==> config.mk <==
export PLATFORM = sky130hd
export DESIGN_NAME = ula_multiciclo
export DESIGN_NICKNAME = d
export VERILOG_FILES = /design/src/rtl/ula_multiciclo.sv
export SDC_FILE = /design/constraint.sdc
export NUM_CORES = 1
export LEC_CHECK = 0
export BUFFER_PORTS_ARGS = -buffer_cell sky130_fd_sc_hd__buf_2
export CORE_ASPECT_RATIO = 0.9
export CORE_MARGIN = 10
export CORE_UTILIZATION = 66
export DETAILED_ROUTE_END_ITERATION = 10
export PLACE_DENSITY = 0.87
export REMOVE_ABC_BUFFERS = 1
export SLEW_MARGIN = 20
export SYNTH_ARGS = -nofsm -noshare
export SYNTH_HDL_FRONTEND = slang
export SYNTH_SLANG_ARGS = --single-unit
==> constraint.sdc <==
create_clock -name clk -period 6.5 [get_ports clk]
set_input_delay 0.65 -clock clk [delete_from_list [all_inputs] [get_ports clk]]
set_output_delay 0.65 -clock clk [all_outputs]
set_load 0.01 [all_outputs]
==> src/rtl/ula_multiciclo.sv <==
// ula_multiciclo -- multi-cycle ALU for the multicycle MIPS datapath.
//
// Single-cycle ops (AND, OR, ADD, SUB, SLT, NOR, unknown) finish one cycle
// after start. MULTU (shift-add) and DIVU (restoring shift-subtract) run one
// step per cycle for WIDTH cycles. Results are registered and only updated
// when an operation completes.
//
// Optional feature: define ULA_DIV_EN to build the DIVU (1001) datapath.
// Without it, 1001 is treated as an unknown opcode.
//
// Handshake: start is sampled on a rising edge whenever busy=0 (IDLE or DONE
// state); ULAopcode/A/B are captured on that same edge. busy=1 while an
// iterative op runs and start is ignored then. done pulses for exactly one
// cycle per accepted start; R/HI/Z/O are valid from that cycle and hold until
// the next done.
//
// Ports:
//   clk, rst       clock, synchronous active-high reset
//   start          launch request
//   ULAopcode      4-bit operation select
//   A, B           WIDTH-bit operands
//   R, HI          result low word / high word (product hi or remainder)
//   Z, O           zero flag (R==0), overflow/exception flag
//   busy, done     iterative op in progress / completion pulse
//   state_dbg      current FSM state (0 IDLE, 1 CALC, 2 DONE)
module ula_multiciclo #(
    parameter int WIDTH = 32
) (
    input  logic             clk,
    input  logic             rst,
    input  logic             start,
    input  logic [3:0]       ULAopcode,
    input  logic [WIDTH-1:0] A,
    input  logic [WIDTH-1:0] B,
    output logic [WIDTH-1:0] R,
    output logic [WIDTH-1:0] HI,
    output logic             Z,
    output logic             O,
    output logic             busy,
    output logic             done,
    output logic [1:0]       state_dbg
);

    typedef enum logic [1:0] {
        S_IDLE = 2'd0,
        S_CALC = 2'd1,
        S_DONE = 2'd2
    } state_t;

    localparam logic [WIDTH-1:0] CNT_INIT = WIDTH'(WIDTH);

    state_t state, state_nx;

    logic [WIDTH-1:0] cnt;
    logic [WIDTH-1:0] work_hi;   // partial product high / partial remainder
    logic [WIDTH-1:0] work_lo;   // multiplier bits / dividend-quotient bits
    logic [WIDTH-1:0] opnd;      // multiplicand or divisor

    logic accept;
    logic is_mult;
    logic is_div;
    logic is_iter;
    logic last_step;

    assign accept    = start && (state != S_CALC);
    assign is_mult   = (ULAopcode == 4'b1000);
`ifdef ULA_DIV_EN
    assign is_div    = (ULAopcode == 4'b1001);
`else
    assign is_div    = 1'b0;
`endif
    assign is_iter   = is_mult || is_div;
    assign last_step = (cnt == {{(WIDTH-1){1'b0}}, 1'b1});

    // ---------------- FSM ----------------
    always_ff @(posedge clk) begin
        if (rst) state <= S_IDLE;
        else     state <= state_nx;
    end

    always_comb begin
        state_nx = state;
        case (state)
            S_IDLE, S_DONE: begin
                if (start)      state_nx = is_iter ? S_CALC : S_DONE;
                else            state_nx = S_IDLE;
            end
            S_CALC: begin
                if (last_step)  state_nx = S_DONE;
            end
            default:            state_nx = S_IDLE;
        endcase
    end

    assign busy      = (state == S_CALC);
    assign done      = (state == S_DONE);
    assign state_dbg = state;

    // ---------------- single-cycle ops ----------------
    logic [WIDTH-1:0] sum, diff, sc_r;
    logic             sc_o;

    assign sum  = A + B;
    assign diff = A - B;

    always_comb begin
        sc_r = '0;
        sc_o = 1'b0;
        case (ULAopcode)
            4'b0000: sc_r = A & B;
            4'b0001: sc_r = A | B;
            4'b0010: begin
                sc_r = sum;
                sc_o = (A[WIDTH-1] == B[WIDTH-1]) && (sum[WIDTH-1] != A[WIDTH-1]);
            end
            4'b0110: begin
                sc_r = diff;
                sc_o = (A[WIDTH-1] != B[WIDTH-1]) && (diff[WIDTH-1] != A[WIDTH-1]);
            end
            // Signed compare is immune to the wrap of A-B.
            4'b0111: sc_r = {{(WIDTH-1){1'b0}}, ($signed(A) < $signed(B))};
            4'b1100: sc_r = ~(A | B);
            default: sc_r = '0;
        endcase
    end

    // ---------------- iterative step logic ----------------
    // Multiply: add multiplicand when the multiplier LSB is set, then shift
    // the {hi,lo} pair right by one, carry included.
    logic [WIDTH:0]   mul_add;
    logic [WIDTH-1:0] mul_hi_nx, mul_lo_nx;

    assign mul_add   = {1'b0, work_hi} + {1'b0, (work_lo[0] ? opnd : {WIDTH{1'b0}})};
    assign mul_hi_nx = mul_add[WIDTH:1];
    assign mul_lo_nx = {mul_add[0], work_lo[WIDTH-1:1]};

    logic [WIDTH-1:0] fin_r, fin_hi, step_hi, step_lo;
    logic             fin_o;

`ifdef ULA_DIV_EN
    // Restoring divide: shift next dividend bit into the remainder, subtract
    // the divisor when it fits, and shift the quotient bit into work_lo.
    // With a zero divisor every step "fits", giving an all-ones quotient and
    // the dividend as remainder without any special-casing.
    logic             op_div;
    logic [WIDTH:0]   div_shift, div_sub;
    logic             div_ge;
    logic [WIDTH-1:0] div_hi_nx, div_lo_nx;

    assign div_shift = {work_hi, work_lo[WIDTH-1]};
    assign div_sub   = div_shift - {1'b0, opnd};
    assign div_ge    = (div_shift >= {1'b0, opnd});
    assign div_hi_nx = div_ge ? div_sub[WIDTH-1:0] : div_shift[WIDTH-1:0];
    assign div_lo_nx = {work_lo[WIDTH-2:0], div_ge};

    assign step_hi = op_div ? div_hi_nx : mul_hi_nx;
    assign step_lo = op_div ? div_lo_nx : mul_lo_nx;
    assign fin_r   = step_lo;
    assign fin_hi  = step_hi;
    assign fin_o   = op_div ? (opnd == '0) : (mul_hi_nx != '0);
`else
    assign step_hi = mul_hi_nx;
    assign step_lo = mul_lo_nx;
    assign fin_r   = mul_lo_nx;
    assign fin_hi  = mul_hi_nx;
    assign fin_o   = (mul_hi_nx != '0);
`endif

    // ---------------- datapath / result registers ----------------
    always_ff @(posedge clk) begin
        if (rst) begin
            cnt     <= '0;
            work_hi <= '0;
            work_lo <= '0;
            opnd    <= '0;
            R       <= '0;
            HI      <= '0;
            Z       <= 1'b0;
            O       <= 1'b0;
`ifdef ULA_DIV_EN
            op_div  <= 1'b0;
`endif
        end else if (accept) begin
            if (is_iter) begin
                cnt     <= CNT_INIT;
                work_hi <= '0;
                work_lo <= is_div ? A : B;
                opnd    <= is_div ? B : A;
`ifdef ULA_DIV_EN
                op_div  <= is_div;
`endif
            end else begin
                R  <= sc_r;
                HI <= '0;
                Z  <= (sc_r == '0);
                O  <= sc_o;
            end
        end else if (state == S_CALC) begin
            cnt     <= cnt - 1'b1;
            work_hi <= step_hi;
            work_lo <= step_lo;
            if (last_step) begin
                R  <= fin_r;
                HI <= fin_hi;
                Z  <= (fin_r == '0);
                O  <= fin_o;
            end
        end
    end

endmodule

-- Word-level counts from Yosys, hierarchy flattened
Cells that the tools add are included.
- register bits: 196
- input bits: 71
- output and inout bits: 70
- word-level logic and storage cells: 80
- add/sub/neg operators: 4
- magnitude comparators: 1
- eq/ne operators: 17
- muxes and demuxes: 32
- bitwise gates (word level): 3
- reduce and logical (&&, ||, !) cells: 14
- operators with widths (operator ; count):
    2-to-1 mux 32 bit ; 18
    one-hot mux 32 bit (6 select lines) ; 1
    zero test 32 bit ; 2
    adder 32 x 32 -> 33 bit ; 1
    adder 32 bit ; 1
    bitwise AND 32 bit ; 1
    == test 32 x 1 -> 1 bit (second input constant) ; 1
    < comparator 32 bit ; 1
    NOT 32 bit ; 1
    bitwise OR 32 bit ; 1
    nonzero test 32 bit ; 1
    subtractor 32 x 1 -> 32 bit (second input constant) ; 1
    subtractor 32 bit ; 1
    == test 4 x 3 -> 1 bit (second input constant) ; 2
    == test 4 bit (second input constant) ; 2
    2-to-1 mux 1 bit ; 8
    2-to-1 mux 2 bit ; 3
    inequality test 2 x 1 -> 1 bit (second input constant) ; 3
    == test 4 x 1 -> 1 bit (second input constant) ; 1
    == test 4 x 2 -> 1 bit (second input constant) ; 1
    zero test 4 bit ; 1
    one-hot mux 2 bit (2 select lines) ; 1
    AND reduction 2 bit ; 2
    nonzero test 2 bit ; 2
    10 further kinds ; 14

-- Logic depth before layout (Yosys ltp)
Gate-level depths: netlist of the first run.
- depth after elaboration: 6
- mapped depth: 15
- depth with buffers taken out: 14

-- Worst setup path before layout of the first run
OpenSTA, ideal clock, no wires.
- path kind: flip-flop to flip-flop
- from: register work_lo[0]
- to: register O
- setup time: 134 ps
- arrival: 3637 ps
- required time: 6366 ps
- slack: 2730 ps
- cell stages (with the launch flop): 15
- buffers on the path: 2
- clock period less this slack: 3770 ps
- path through: dfxtp_1 clkbuf_1 and2_1 ha_1 clkbuf_1 and3_1 nand4_1 o21ai_1 a31oi_1 o41ai_1 xor2_1 or4_1 or4_1 nor4_2 a211oi_1
- longest elaborated chain between the ends: 6
- ends and longest elaborated chain (item ; line ; RTL):
    from (decl) ; 56 ; logic [WIDTH-1:0] work_lo;
    from (signal assigned) ; 187 ; work_lo <= is_div ? A : B;
    from (signal assigned) ; 201 ; work_lo <= step_lo;
    2-to-1 mux 32 bit ; 133 ; assign mul_add = {1'b0, work_hi} + {1'b0, (work_lo[0] ? opnd : {WIDTH{1'b0}})};
    adder 32 x 32 -> 33 bit ; 133 ;
    nonzero test 32 bit ; 166 ; assign fin_o = (mul_hi_nx != '0);
    2-to-1 mux 1 bit ; 202 ; if (last_step) begin
    2-to-1 mux 1 bit ; 198 ; end else if (state == S_CALC) begin
    2-to-1 mux 1 bit ; 183 ; end else if (accept) begin
    to (signal assigned) ; 196 ; O <= sc_o;
    to (signal assigned) ; 206 ; O <= fin_o;
    to (decl) ; 38 ; output logic O,
No other way between the ends. The select of a mux whose other input is x is not followed.
A chain may end at the register's enable or synchronous reset.

-- Final worst setup path of the first run
Ends and elaborated chain as after synthesis.

==> results of run 1 <==
## per-stage QoR
stage | util, % | hold WS, ns | total power [mW] | cells | setup WS, ns
2_1_floorplan | - | 0.426 | 1.72 | 1875 | 1.65
3_3_place_gp | 70.2 | 0.436 | 1.97 | 2329 | 1.52
3_5_place_dp | 70.2 | 0.443 | 1.98 | 2329 | 1.56
4_1_cts | 73.0 | 0.454 | 3.09 | 2361 | 1.82
5_1_grt | 73.0 | 0.468 | 3.21 | 2363 | 1.44
6_report | 73.0 | 0.451 | 3.13 | 2363 | 1.63
## final cells by class
type / instances / area (um2)
multi-input combinational: 1568 / 10200
fill: 1828 / 6050
sequential: 196 / 3920
clock inverter: 14 / 178
timing repair buffer: 157 / 831
tap: 297 / 372
clock buffer: 18 / 429
inverter: 111 / 417
antenna: 2 / 5.00
## worst paths after layout
| kind | startpoint | to | depth (start not counted) |
|---|---|---|---|
| worst max-delay path | work_lo[0] | O | 12 |
| worst min-delay path | HI[8] | HI[8] | 2 |
| worst min register to register | HI[8] | HI[8] | 2 |
| worst max register to register | work_lo[0] | O | 12 |
## cell usage after synthesis, types with 15 or more instances
| cell type | count |
|---|---|
| sky130_fd_sc_hd__nor2b_1 | 17 |
| sky130_fd_sc_hd__nand2_1 | 215 |
| sky130_fd_sc_hd__xor2_1 | 25 |
| sky130_fd_sc_hd__dfxtp_1 | 196 |
| sky130_fd_sc_hd__xnor2_1 | 36 |
| sky130_fd_sc_hd__inv_1 | 110 |
| sky130_fd_sc_hd__o21bai_1 | 17 |
| sky130_fd_sc_hd__a211oi_1 | 19 |
| sky130_fd_sc_hd__o31ai_1 | 20 |
| sky130_fd_sc_hd__o21ai_0 | 66 |
| sky130_fd_sc_hd__or3_1 | 15 |
| sky130_fd_sc_hd__a221o_1 | 25 |
| sky130_fd_sc_hd__nand4_1 | 19 |
| sky130_fd_sc_hd__clkbuf_1 | 113 |
| sky130_fd_sc_hd__a21oi_1 | 234 |
| sky130_fd_sc_hd__nand2b_1 | 20 |
| sky130_fd_sc_hd__o221ai_1 | 28 |
| sky130_fd_sc_hd__nor2_1 | 223 |
| sky130_fd_sc_hd__nand3_1 | 50 |
| sky130_fd_sc_hd__nor4_1 | 26 |
| sky130_fd_sc_hd__and2_1 | 41 |
| sky130_fd_sc_hd__nor3_1 | 48 |
| sky130_fd_sc_hd__o211ai_1 | 18 |
| sky130_fd_sc_hd__a222oi_1 | 31 |
| sky130_fd_sc_hd__a21o_1 | 16 |
| sky130_fd_sc_hd__ha_1 | 142 |
| sky130_fd_sc_hd__a22oi_1 | 23 |
## flip-flops by register name (all words and copies together), names as in the netlist
name / cells
HI: 32
R: 32
cnt: 32
opnd: 32
work_hi: 32
work_lo: 32
state_dbg: 2
O: 1
Z: 1
## placed cells by master, fill, tap and decap left out, types with 19 or more instances in the layout
cell	count
sky130_fd_sc_hd__a21oi_1	233
sky130_fd_sc_hd__nor2_1	223
sky130_fd_sc_hd__nand2_1	215
sky130_fd_sc_hd__dfxtp_1	196
sky130_fd_sc_hd__ha_1	142
sky130_fd_sc_hd__buf_2	139
sky130_fd_sc_hd__inv_1	110
sky130_fd_sc_hd__o21ai_0	66
sky130_fd_sc_hd__nand3_1	50
sky130_fd_sc_hd__nor3_1	48
sky130_fd_sc_hd__and2_1	41
sky130_fd_sc_hd__xnor2_1	36
sky130_fd_sc_hd__a222oi_1	31
sky130_fd_sc_hd__o221ai_1	28
sky130_fd_sc_hd__a221o_1	25
sky130_fd_sc_hd__xor2_1	25
sky130_fd_sc_hd__nor4_1	24
sky130_fd_sc_hd__a22oi_1	23
sky130_fd_sc_hd__nand2b_1	20
sky130_fd_sc_hd__o31ai_1	20
sky130_fd_sc_hd__nand4_1	19
sky130_fd_sc_hd__a211oi_1	19
## critical path: cells and delay by family (launching register included)
family                   cells  cell delay [ns]
AO/OA/AOI/OAI                5             1.59
flip-flops                   1             1.01
adder cells (fa/ha/maj)      1             0.32
AND/OR/NAND/NOR              5             1.58
XOR/XNOR                     1             0.22
## layer usage
metal	wire length [um]	vias up
li1	-	7369
met3	7170	232
met1	21900	7681
met4	2860	2
met5	11	-
met2	24500	1215
## power groups by stage
stage	Sequential, mW	Combinational [mW]	Clock [mW]
3_3_place_gp	1.28	0.690	0
6_report	1.26	0.736	1.14
3_5_place_dp	1.28	0.697	0
4_1_cts	1.25	0.703	1.13
5_1_grt	1.26	0.782	1.17
2_1_floorplan	1.28	0.431	0
## kinds of logic (layout without fill, tap and decap cells)
logic type,count (synthesis),in the layout
AOI/OAI and AO/OA,614,614
xor gates and xnor gates,61,61
adders and majority gates,145,145
buffers and inverters,233,300
DFF,196,196
muxes,9,9
other,0,2
and+or+nand+nor,739,739
==> metrics, run 1 <==
outcome complete, no violations; cell type with the highest aggregate area in the netlist sky130_fd_sc_hd__dfxtp_1; async set-or-reset flop fraction in the synthesized netlist 0%; number of standard cells after synthesis 1997; area of the mapped netlist 0.0149 mm2; HPWL Detailed 40.5 mm; portion of total power attributed to sequential cells 40.1%; total clock sinks 196; Hold Violations, Final 0; width of the chip 179 um; global routing met3 resource utilization 9.09%; clock buffers created by TritonCTS 17; part of the cycle the worst path needs 74.9%; number of rows in the core area 52; cell area after placement 0.0157 mm2; All-Layer GR Usage 37.2%; number of enable-type register cells in the synthesized netlist 0; warnings from Yosys 0; Worst Path Required 6.79 ns; post-CTS setup buffer count 0; drt first-iter violations 2511; worst min-delay path category reg2reg; via count 16500; post-synthesis mux area share 0.604%; WS Path Type reg2reg; highest-utilization routing layer at the global route stage met2; maximum achievable frequency 0.205 GHz; internal power 2.00 mW; sum of overflow across all layers after global routing 0; met1 global-route usage 48.1%; share of the synthesized area in compound gates (AO/OA/AOI/OAI) 27.8%; clock slew at reported path FFs 0.09 ns; area share of the largest cell type after synthesis 26.3%; count of cells resized by post-cts repair 0; Clock H-tree levels 4; basic-gate share of the synthesized area counting and, or, nand and nor cells 23.6%; antenna-violating nets left 0; synthesized area per cell 7.47 um2; area of the die 0.0290 mm2; Post-layout nets 2267; Synth cell types 77; Skew-Pair Late Insertion Delay 0.46 ns; fraction of power spent switching nets 36.1%; Synth Area in Adders 12.3%; critical path's largest stage delay 1.01 ns; clock tree from TritonCTS yes; skew final 0.0215 ns; synth-to-layout area growth 9.43%; Combinational Power Share 23.5%; Period minus WS final 4.87 ns; Post-Route Setup TNS 0 ns; power per cell area 192 mW/mm2; max-cap violations 0; weighted congestion at the end of routability-driven global placement 1.05; clock buffer depth 2; post-cts hold buffer count 0; switching pwr 1.13 mW; reg-to-reg setup timing slack 1.63 ns; overall die height 163 um; leakage power of the design 7.12 nW; vias in the first global route 15500; slew of the pin with the lowest slew margin 1.19 ns; XOR/XNOR Fraction of Synth Area 3.58%; global-route wire length before repair 86.4 mm; share of power burned in the clock network 36.4%; placeable core area 0.0224 mm2; wire length reported by the detailed router 56.4 mm; combinational family with the most area after synthesis compound AO/OA/AOI/OAI gates; critical-path cell list and2_1 -> ha_1 -> a21oi_1 -> nand2_1 -> a31oi_1 -> o21ai_1 -> a221oi_1 -> xnor2_1 -> or4_1 -> or4_1 -> nor4_2 -> a211oi_1; arrival time worst endpoint 5.16 ns; most used flip-flop cell after synthesis sky130_fd_sc_hd__dfxtp_1; kind of start point of the critical path flop; sequential fraction of the synthesis area 26.3%; RSZ-0062 raised after global routing no; largest net degree at the start of global routing 95; cell at the root of the clock tree sky130_fd_sc_hd__clkbuf_16; cell type of the slowest stage on the worst timing path sky130_fd_sc_hd__dfxtp_1; number of I/O port buffers 140; ratio of routed vias to standard cells 6.98; top-level port count 141; initial core utilization 66.7%; synthesis-stage register bit count 196; post-route DRC violation count 0; routed length per placed instance 23.9 um; share of final-layout standard cells stronger than drive strength 1 10.9%; M2 GR Usage 57.3%; peak supply drop 0.000155 V; number of antenna violations at the first check in global routing 3; Setup Viol. Count Final 0; top post-synthesis cells by area sky130_fd_sc_hd__dfxtp_1 26%, sky130_fd_sc_hd__ha_1 12%, sky130_fd_sc_hd__a21oi_1 7.8%; Post-Layout Inst Area 0.0163 mm2; Final Max Tran Viols 0; worst slew margin relative to its limit 18.9%; element type at the critical path end flop; length of the first detailed-routing pass in iterations 9; Crit path top cell by count sky130_fd_sc_hd__or4_1; crit path max fanout 33
No activity file was read; power rests on OpenSTA's default activity.
==> run 2: changes to the inputs <==
--- a/config.mk
+++ b/config.mk
@@ -8,9 +8,9 @@
 export BUFFER_PORTS_ARGS = -buffer_cell sky130_fd_sc_hd__buf_2
 export CORE_ASPECT_RATIO = 0.9
 export CORE_MARGIN = 10
-export CORE_UTILIZATION = 66
+export CORE_UTILIZATION = 55
 export DETAILED_ROUTE_END_ITERATION = 10
-export PLACE_DENSITY = 0.87
+export PLACE_DENSITY = 0.78
 export REMOVE_ABC_BUFFERS = 1
 export SLEW_MARGIN = 20
 export SYNTH_ARGS = -nofsm -noshare
==> constraint.sdc (replaced) <==
create_clock -name clk -period 4.4 [get_ports clk]
set_input_delay 0.44 -clock clk [delete_from_list [all_inputs] [get_ports clk]]
set_output_delay 0.44 -clock clk [all_outputs]
set_load 0.01 [all_outputs]
==> run 2 against run 1 <==
Sequential cell count did not move. Register-to-register slack got worse by 1.4 ns. Sequential share of layout area decreased by 0.53 points. Combinational power increased by 49%. Via count shrank 2.0%. Critical path type is now in2reg.
==> metrics, run 2 (synthesized netlist as in run 1, its figures left out) <==
number of I/O port buffers 140 (unchanged); power per cell area 279 mW/mm2 (was 192 mW/mm2); All-Layer GR Usage 30.8% (was 37.2%); post-cts hold buffer count 0 (unchanged); outcome complete, no violations (unchanged); length of the first detailed-routing pass in iterations 7 (was 9); clock buffer depth 2 (unchanged); max-cap violations 0 (unchanged); Clock H-tree levels 4 (unchanged); HPWL Detailed 40.6 mm (was 40.5 mm); Skew-Pair Late Insertion Delay 0.47 ns (was 0.46 ns); Period minus WS final 4.14 ns; clock tree from TritonCTS yes (unchanged); number of antenna violations at the first check in global routing 4 (was 3); share of final-layout standard cells stronger than drive strength 1 12.5% (was 10.9%); clock slew at reported path FFs 0.09 ns (about the same); arrival time worst endpoint 4.55 ns (was 5.16 ns); Power, Total 4.66 mW (was 3.13 mW); synth-to-layout area growth 12.0% (was 9.43%); ratio of routed vias to standard cells 6.58 (was 6.98); leakage power of the design 7.31 nW (was 7.12 nW); crit path max fanout 3 (was 33); final non-filler cell total 2458 (was 2363); initial core utilization 55.5% (was 66.7%); weighted congestion at the end of routability-driven global placement 1.06 (was 1.05); overall die height 176 um (was 163 um); skew final 0.0150 ns (was 0.0215 ns); peak supply drop 0.000275 V (was 0.000155 V); commonest non-fill, non-tap cells in the layout 233 x sky130_fd_sc_hd__a21oi_1, 223 x sky130_fd_sc_hd__nor2_1, 215 x sky130_fd_sc_hd__nand2_1 (unchanged); RSZ-0062 raised after global routing no (unchanged); kind of start point of the critical path input port (was flop); top-level port count 141 (unchanged); Filler cells 2450 (was 1828); cell total after placement 2422 (was 2329); routed length per placed instance 22.5 um (was 23.9 um); drt first-iter violations 2174 (was 2511); largest net degree at the start of global routing 89 (was 95); clock buffers created by TritonCTS 17 (unchanged); element type at the critical path end flop (unchanged); global-route wire length before repair 85.7 mm (was 86.4 mm); antenna-violating nets left 0 (unchanged); worst slew margin relative to its limit 27.5% (was 18.9%); worst min-delay path category in2reg (was reg2reg); sum of overflow across all layers after global routing 0 (unchanged); Setup Viol. Count Final 0 (unchanged); cell at the root of the clock tree sky130_fd_sc_hd__clkbuf_16 (unchanged); WHS 0.248 ns (was 0.451 ns); Post-layout nets 2303 (was 2267); Hold Violations, Final 0 (unchanged); total clock sinks 196 (unchanged); most frequent standard cell in the layout excluding fill and tap cells sky130_fd_sc_hd__a21oi_1 (unchanged); post-route DRC violation count 0 (unchanged); vias in the first global route 15200 (was 15500); part of the cycle the worst path needs 94.1%; number of rows in the core area 57 (was 52); WS Path Type in2reg (was reg2reg); Worst Path Required 4.81 ns (was 6.79 ns); area of the die 0.0341 mm2 (was 0.0290 mm2); Final Max Tran Viols 0 (unchanged); width of the chip 194 um (was 179 um); maximum achievable frequency 0.241 GHz; placeable core area 0.0269 mm2 (was 0.0224 mm2); wire length reported by the detailed router 55.2 mm (was 56.4 mm); slew of the pin with the lowest slew margin 1.09 ns (was 1.19 ns); via count 16200 (was 16500)
## run 2: worst max-delay path, stage by stage
cell and delay, ns:
sky130_fd_sc_hd__buf_2 0.11, sky130_fd_sc_hd__inv_1 0.06, sky130_fd_sc_hd__ha_1 0.23, sky130_fd_sc_hd__fa_1 0.41, sky130_fd_sc_hd__o21bai_1 0.29, sky130_fd_sc_hd__o211a_1 0.25, sky130_fd_sc_hd__o211ai_1 0.22, sky130_fd_sc_hd__a211oi_1 0.31
sky130_fd_sc_hd__a211o_1 0.23, sky130_fd_sc_hd__a2bb2oi_1 0.32, sky130_fd_sc_hd__a21oi_1 0.25, sky130_fd_sc_hd__nor4b_1 0.71, sky130_fd_sc_hd__nand4_1 0.19, sky130_fd_sc_hd__nor4_1 0.36, sky130_fd_sc_hd__a22o_1 0.17
## run 2: stage by stage
stage                     utilization [%]  cell area, um2  TNS, ns  worst slack (ns)
after floorplan                         -           14500    -5.63            -0.454
after global placement               59.8           16100        0            0.0559
after detailed placement             59.8           16100        0            0.0435
after CTS                            62.1           16700        0             0.131
after global routing                 62.1           16700        0            0.0394
final                                62.1           16700        0             0.259
## run 2: power breakdown
group	internal [mW]	switching, mW
Combinational	0.382	0.722
Clock	0.790	0.911
Sequential	1.82	0.0351
## run 2: layout make-up
class | count | area (um2) | area share, %
clock inverter | 15 | 191 | 1.15
sequential | 196 | 3930 | 23.5
tap | 354 | 443 | 2.65
antenna | 4 | 10.0 | 0.0599
timing repair buffer | 193 | 1110 | 6.66
multi-input combinational | 1568 | 10200 | 61.0
clock buffer | 17 | 425 | 2.55
inverter | 111 | 417 | 2.49
## run 2: path summary, 6_finish.rpt
check	start	to	slack [ns]	depth (start not counted)
setup / recovery	A[0]	Z	0.26	15
hold / removal	A[28]	opnd[28]	0.25	3
setup reg to reg	work_lo[0]	O	0.26	14
hold reg to reg	HI[3]	HI[3]	0.45	2
## run 2: repair_timing
action,4_1_cts,5_1_grt
setup buffers,0,0
setup endpoints to repair,0,1
endpoints found under the hold margin,0,0
resized for setup,0,2
## run 2: layer usage
layer | track usage [%] | up-vias | wire length (um)
met4 | 13.7 | 2 | 2090
met5 | 0 | - | 10
met3 | 7.32 | 123 | 6380
li1 | - | 7444 | -
met2 | 46.5 | 993 | 23500
met1 | 41.1 | 7605 | 23300
